`config.mk`:
```
export PLATFORM = sky130hd
export DESIGN_NAME = instruction_aligner
export DESIGN_NICKNAME = d
export VERILOG_FILES = /design/src/rtl/instruction_aligner.sv
export SDC_FILE = /design/constraint.sdc
export NUM_CORES = 1
export LEC_CHECK = 0
export ABC_AREA = 1
export CAP_MARGIN = 20
export CELL_PAD_IN_SITES_DETAIL_PLACEMENT = 0
export CELL_PAD_IN_SITES_GLOBAL_PLACEMENT = 1
export CORE_MARGIN = 1
export CORE_UTILIZATION = 38
export CTS_BUF_LIST = sky130_fd_sc_hd__clkbuf_16
export CTS_CLUSTER_SIZE = 28
export DETAILED_ROUTE_END_ITERATION = 6
export GPL_ROUTABILITY_DRIVEN = 0
export PLACE_DENSITY = 0.79
export RECOVER_POWER = 100
export SYNTH_ARGS = -nofsm -noshare
export SYNTH_HDL_FRONTEND = slang
export SYNTH_SLANG_ARGS = --single-unit
```
`constraint.sdc`:
```
create_clock -name iCLK -period 3.5 [get_ports iCLK]
set_input_delay 0.525 -clock iCLK [delete_from_list [all_inputs] [get_ports iCLK]]
set_output_delay 0.525 -clock iCLK [all_outputs]
set_load 0.02 [all_outputs]
```
`src/rtl/instruction_aligner.sv`:
```
// Instruction aligner: turns a stream of 32-bit memory words into a stream of
// 16-bit (compressed) and 32-bit instructions at halfword-aligned PCs.
// Ports:
//   iCLK, iRST_N          clock, asynchronous active-low reset
//   iFLUSH, iFLUSH_PC     redirect pulse and byte target
//   oMEM_REQ, oMEM_ADDR   single-outstanding word read request
//   iMEM_VALID, iMEM_DATA read response (little-endian word)
//   oVALID, iREADY        instruction handshake
//   oIR, oIR_C, oIS_C     full instruction, head halfword, compressed flag
//   oPC                   byte address of the presented instruction
module instruction_aligner #(
  parameter logic [31:0] RESET_PC = 32'h0000_0000
) (
  input  logic        iCLK,
  input  logic        iRST_N,
  input  logic        iFLUSH,
  input  logic [31:0] iFLUSH_PC,
  output logic        oMEM_REQ,
  output logic [31:0] oMEM_ADDR,
  input  logic        iMEM_VALID,
  input  logic [31:0] iMEM_DATA,
  output logic        oVALID,
  input  logic        iREADY,
  output logic [31:0] oIR,
  output logic [15:0] oIR_C,
  output logic        oIS_C,
  output logic [31:0] oPC
);

  localparam int unsigned HW_W  = 16;
  localparam int unsigned BUF_W = 4 * HW_W;
  localparam int unsigned CNT_W = 3;

  logic [BUF_W-1:0] r_buf;      // halfword FIFO, head in bits [15:0]
  logic [CNT_W-1:0] r_cnt;      // buffered halfwords, 0..4
  logic [31:0]      r_pc;       // byte address of the head halfword
  logic [31:0]      r_faddr;    // next word address to fetch
  logic             r_outst;    // a read request has no response yet
  logic             r_discard;  // next response belongs to a flushed stream
  logic             r_skip;     // drop the low halfword of the next response
  logic             r_req;
  logic [31:0]      r_mem_addr;

  logic [HW_W-1:0]  w_head;
  logic             w_head_c;
  logic             w_avail;
  logic             w_accept;
  logic [1:0]       w_pop;
  logic             w_resp_ok;
  logic [1:0]       w_app;
  logic [BUF_W-1:0] w_app_data;
  logic [CNT_W-1:0] w_cnt_after_pop;
  logic [CNT_W-1:0] w_cnt_nxt;
  logic [BUF_W-1:0] w_buf_nxt;
  logic             w_req_go;
  logic             w_unused_flush_lsb;

  assign w_unused_flush_lsb = iFLUSH_PC[0];

  // Head decode: a 32-bit instruction needs two buffered halfwords.
  assign w_head   = r_buf[HW_W-1:0];
  assign w_head_c = (w_head[1:0] != 2'b11);
  assign w_avail  = w_head_c ? (r_cnt >= 3'd1) : (r_cnt >= 3'd2);
  assign w_accept = oVALID && iREADY;
  assign w_pop    = w_accept ? (w_head_c ? 2'd1 : 2'd2) : 2'd0;

  // Responses racing a flush, or owed to a flushed stream, are dropped.
  assign w_resp_ok  = iMEM_VALID && !iFLUSH && !r_discard;
  assign w_app      = w_resp_ok ? (r_skip ? 2'd1 : 2'd2) : 2'd0;
  assign w_app_data = r_skip ? {48'h0, iMEM_DATA[31:16]} : {32'h0, iMEM_DATA};

  // Pop shifts the head out; append lands just above the surviving entries.
  // Slots beyond the count are kept zero so OR-merging is safe.
  assign w_cnt_after_pop = r_cnt - CNT_W'(w_pop);
  assign w_cnt_nxt       = w_cnt_after_pop + CNT_W'(w_app);
  assign w_buf_nxt       = (r_buf >> {w_pop, 4'b0000}) |
                           (w_resp_ok ? (w_app_data << {w_cnt_after_pop, 4'b0000})
                                      : {BUF_W{1'b0}});

  // Request only when a full word is guaranteed to fit on arrival.
  assign w_req_go = !r_outst && !iFLUSH && (w_cnt_after_pop <= 3'd2);

  // State update; flush overrides any same-cycle accept or append.
  always_ff @(posedge iCLK or negedge iRST_N) begin
    if (!iRST_N) begin
      r_buf      <= '0;
      r_cnt      <= '0;
      r_pc       <= RESET_PC;
      r_faddr    <= RESET_PC;
      r_outst    <= 1'b0;
      r_discard  <= 1'b0;
      r_skip     <= 1'b0;
      r_req      <= 1'b0;
      r_mem_addr <= RESET_PC;
    end else begin
      r_req <= w_req_go;
      if (w_req_go) begin
        r_mem_addr <= r_faddr;
      end
      if (iFLUSH) begin
        r_buf     <= '0;
        r_cnt     <= '0;
        r_pc      <= {iFLUSH_PC[31:1], 1'b0};
        r_faddr   <= {iFLUSH_PC[31:2], 2'b00};
        r_skip    <= iFLUSH_PC[1];
        r_discard <= r_outst && !iMEM_VALID;
        r_outst   <= r_outst && !iMEM_VALID;
      end else begin
        r_buf <= w_buf_nxt;
        r_cnt <= w_cnt_nxt;
        r_pc  <= r_pc + 32'({w_pop, 1'b0});
        if (w_req_go) begin
          r_faddr <= r_faddr + 32'd4;
        end
        if (w_resp_ok) begin
          r_skip <= 1'b0;
        end
        if (iMEM_VALID) begin
          r_outst   <= 1'b0;
          r_discard <= 1'b0;
        end else if (w_req_go) begin
          r_outst <= 1'b1;
        end
      end
    end
  end

  assign oMEM_REQ  = r_req;
  assign oMEM_ADDR = r_mem_addr;
  assign oVALID    = w_avail && !iFLUSH;
  assign oIR       = w_head_c ? {16'h0, w_head} : r_buf[31:0];
  assign oIR_C     = w_head;
  assign oIS_C     = w_head_c;
  assign oPC       = r_pc;

endmodule

```
==> flow_summary.toml <==
[synth]
ys.flop_type = "dfrtp_1"
synth.avg_cell_area_um2 = 6.67
synth-edff-count = 0
synth_cells = 1536
yosysSeqAreaShare_pct = 39.6
synth_top_cell_by_area = "dfrtp_1"
async_flop_share_pct = 100
synth.area.top_cells = "dfrtp_1 40%, nand2_1 21%, nor2_1 8.1%, inv_1 5.0%, nand3_1 4.2%"
synth.top_cell.area_share_pct = 39.6
ys_ff_latch = 162
yosysWarnings = 0
synth.cell_area_um2 = 10200
synthDistinctLibCells = 43

[floorplanning]
die_y_um = 166
ios = 184
core_area_um2 = 26300
die_w_um = 166
dieArea_um2 = 27600
rows = 59
start_util_pct = 39.0

[final_layout]
areaGrowthSynthToFinish_pct = 23.1
drive_above_1_share_pct = 5.56
layout.nets = 1738
diodes = 0

[hold_path]
hp-class = "reg2reg"
holdPathEnd = "oMEM_ADDR[17]"
hold_depth = 2
min-delay-start = "oMEM_ADDR[17]"

[drt]
routed.top_layer = "met4"
wl_met2_um = 14800
wl_met3_um = 1710
vias_per_cell = 4.98
vias = 9998
met1_length_um = 15900
drc = 15
drt_wl_total_um = 32800
drt_iter0_drc = 920
ant_nets = 0
wire_per_inst_um = 16.3
drtPass1Iterations = 7

[timing]
relSlewSlack_pct = -18.4
rsz0062_at_grt = "no"
worstMarginPinSlew_ns = 1.78
fin_crit_sh_pct = 90.5
setup_violations = 0
hold_viol_final = 0
setup_ws_ns = 0.332
fmax_mhz = 316
slew_violations = 62
finClkSkew_ns = 0.0168
min_period_ns = 3.17
setup-tns-final_ns = 0

[worst_setup_path]
cp.arrival_ns = 3.54
r2r_start = "r_buf[0]"
rrSetupSlack_ns = 0.33
rr_endpoint = "r_faddr[16]"
endpoint_kind = "flip-flop"
r2r_cells = 14
critPathKind = "reg2reg"
worstPathRequired_ns = 3.87
startpoint_type = "flip-flop"
crit_fanout = 19

[clock_network]
cts_buffer_depth = 2
numCtsBuffers = 17
cts.htree.levels = 4
cts_resized = 0
clkLatencyLatePin_ns = 0.44
post_cts_buffers = 0
clkTransAtPathRegs_ns = 0.08
cts_root_buf = "clkbuf_16"
cts_sinks = 162
postCtsHoldBufs = 0
cts_tree = "done"

[place]
dp_hpwl_um = 23000
port_buffers = 179
dp_slack_ns = 0.252

[global_route]
grt_pass1_wl_um = 52300
grt_util_all_layers_pct = 24.2
grt_overflow = 0
grt_pass1_vias = 9412
grt_max_degree = 66
antenna_found_initial = 0

[outcome]
status = "complete, but fails checks"
violations = "DRC, capacitance limit, slew limit"

[power]
irDropWorstVdd_v = 0.000312
p_leak_nw = 6.08
p_total_mw = 7.48
p_per_area_nw_per_um2 = 593

[flow_run]
drv_cap = 1
power breakdown:
part | leakage, nW | total, mW | switching (mW) | internal (mW)
logic | 3.72 | 2.88 | 1.84 | 1.04
clock network | 0.285 | 1.95 | 0.874 | 1.07
registers | 2.07 | 2.65 | 0.355 | 2.30
total | 6.08 | 7.48 | 3.07 | 4.41
synthesized netlist by cell type, types with 9 or more instances:
cell type and count:
xor2_1 9, nor3_1 15, nand4_1 20, inv_1 137, buf_4 38, nand3_1 87, dfrtp_1 162, nand2_1 567
nor2_1 221, clkbuf_1 26, nand3b_1 11, o21ai_0 64, buf_2 29, or2_2 9, a31oi_1 17, a21oi_1 49
cell type report:
cell class	instances	area (µm²)
Sequential cell	162	4050
Fill cell	2725	13700
Multi-Input combinational cell	1128	5010
Inverter	145	546
Clock inverter	15	169
Timing Repair Buffer	207	1990
Tap cell	335	419
Clock buffer	17	425
placed cells by master, fill, tap and decap left out, types with 2 or more instances in the layout:
master	n
nor3_1	16
fa_1	3
inv_1	138
nand2_1	567
bufinv_16	2
dfrtp_1	162
o21ai_0	65
inv_6	6
a31oi_1	17
clkbuf_16	17
nand3_4	2
inv_2	6
nand4_1	20
clkbuf_1	3
clkbuf_2	7
nor2_4	4
buf_4	18
nand3_1	89
o211ai_1	5
or2_2	9
nand2_4	3
a21oi_1	49
clkdlybuf4s50_1	66
nand2_2	3
xor2_1	9
conb_1	3
buf_12	2
clkinvlp_4	2
o21ai_1	4
nand3b_1	11
clkinv_4	3
o22ai_1	6
nor2_1	224
ha_1	5
dlygate4sd3_1	111
nor2_2	3
worst max-delay path, cell delays in order (launching register included):
cell and delay (ns):
dfrtp_1 0.42, nand2_1 0.26, nand2_1 0.15, a21oi_4 0.18, nand3_4 0.08, inv_1 0.08, ha_1 0.14, inv_1 0.05
fa_1 0.52, nand2_1 0.17, nand3_4 0.22, inv_2 0.33, clkbuf_1 0.33, nand3_1 0.11, nand2_1 0.07
layer usage:
layer	up-vias	track usage [%]
li1	5016	-
met1	4682	35.0
met2	274	37.5
met3	26	3.77
met4	0	6.22
met5	-	0
sequential cells by signal, indices dropped and copies added, names as in the netlist:
| register | count |
|---|---|
| r_skip | 1 |
| r_buf | 64 |
| r_cnt | 3 |
| r_faddr | 30 |
| r_outst | 1 |
| oMEM_ADDR | 30 |
| r_discard | 1 |
| oMEM_REQ | 1 |
| oPC | 31 |
through the flow:
| stage | hold WS (ns) | cell area, µm² | instances | util [%] |
|---|---|---|---|---|
| floorplan | 0.229 | 10300 | 1538 | - |
| global placement | 0.462 | 12100 | 1977 | 46.0 |
| detailed placement | 0.465 | 12100 | 1977 | 46.0 |
| CTS | 0.102 | 12700 | 2009 | 48.3 |
| global route | 0.505 | 12600 | 2009 | 48.0 |
| finish | 0.477 | 12600 | 2009 | 48.0 |
worst max-delay path by stage:
stage	cells after the start	to	from	slack [ns]
after global routing	17	oPC[17]	r_buf[0]	0.08
after detailed placement	12	r_faddr[15]	iREADY	0.25
after CTS	14	r_faddr[27]	r_buf[0]	0.43
final	14	r_faddr[16]	r_buf[0]	0.33
after global placement	12	r_faddr[15]	iREADY	0.30
after floorplan	14	r_buf[62]	iFLUSH	0.59
kinds of logic (layout without fill, tap and decap cells):
kind of cell             count (synthesis)  after routing  synth area share, %
AND/OR/NAND/NOR                        957            957                 39.1
buffers and inverters                  248            384                 11.3
AO/OA/AOI/OAI                          150            150                 7.93
other                                    1              3               0.0366
flip-flops                             162            162                 39.6
XOR/XNOR                                10             10                0.855
adder cells (fa/ha/maj)                  8              8                 1.20
Power figures use the tool's default switching activity.
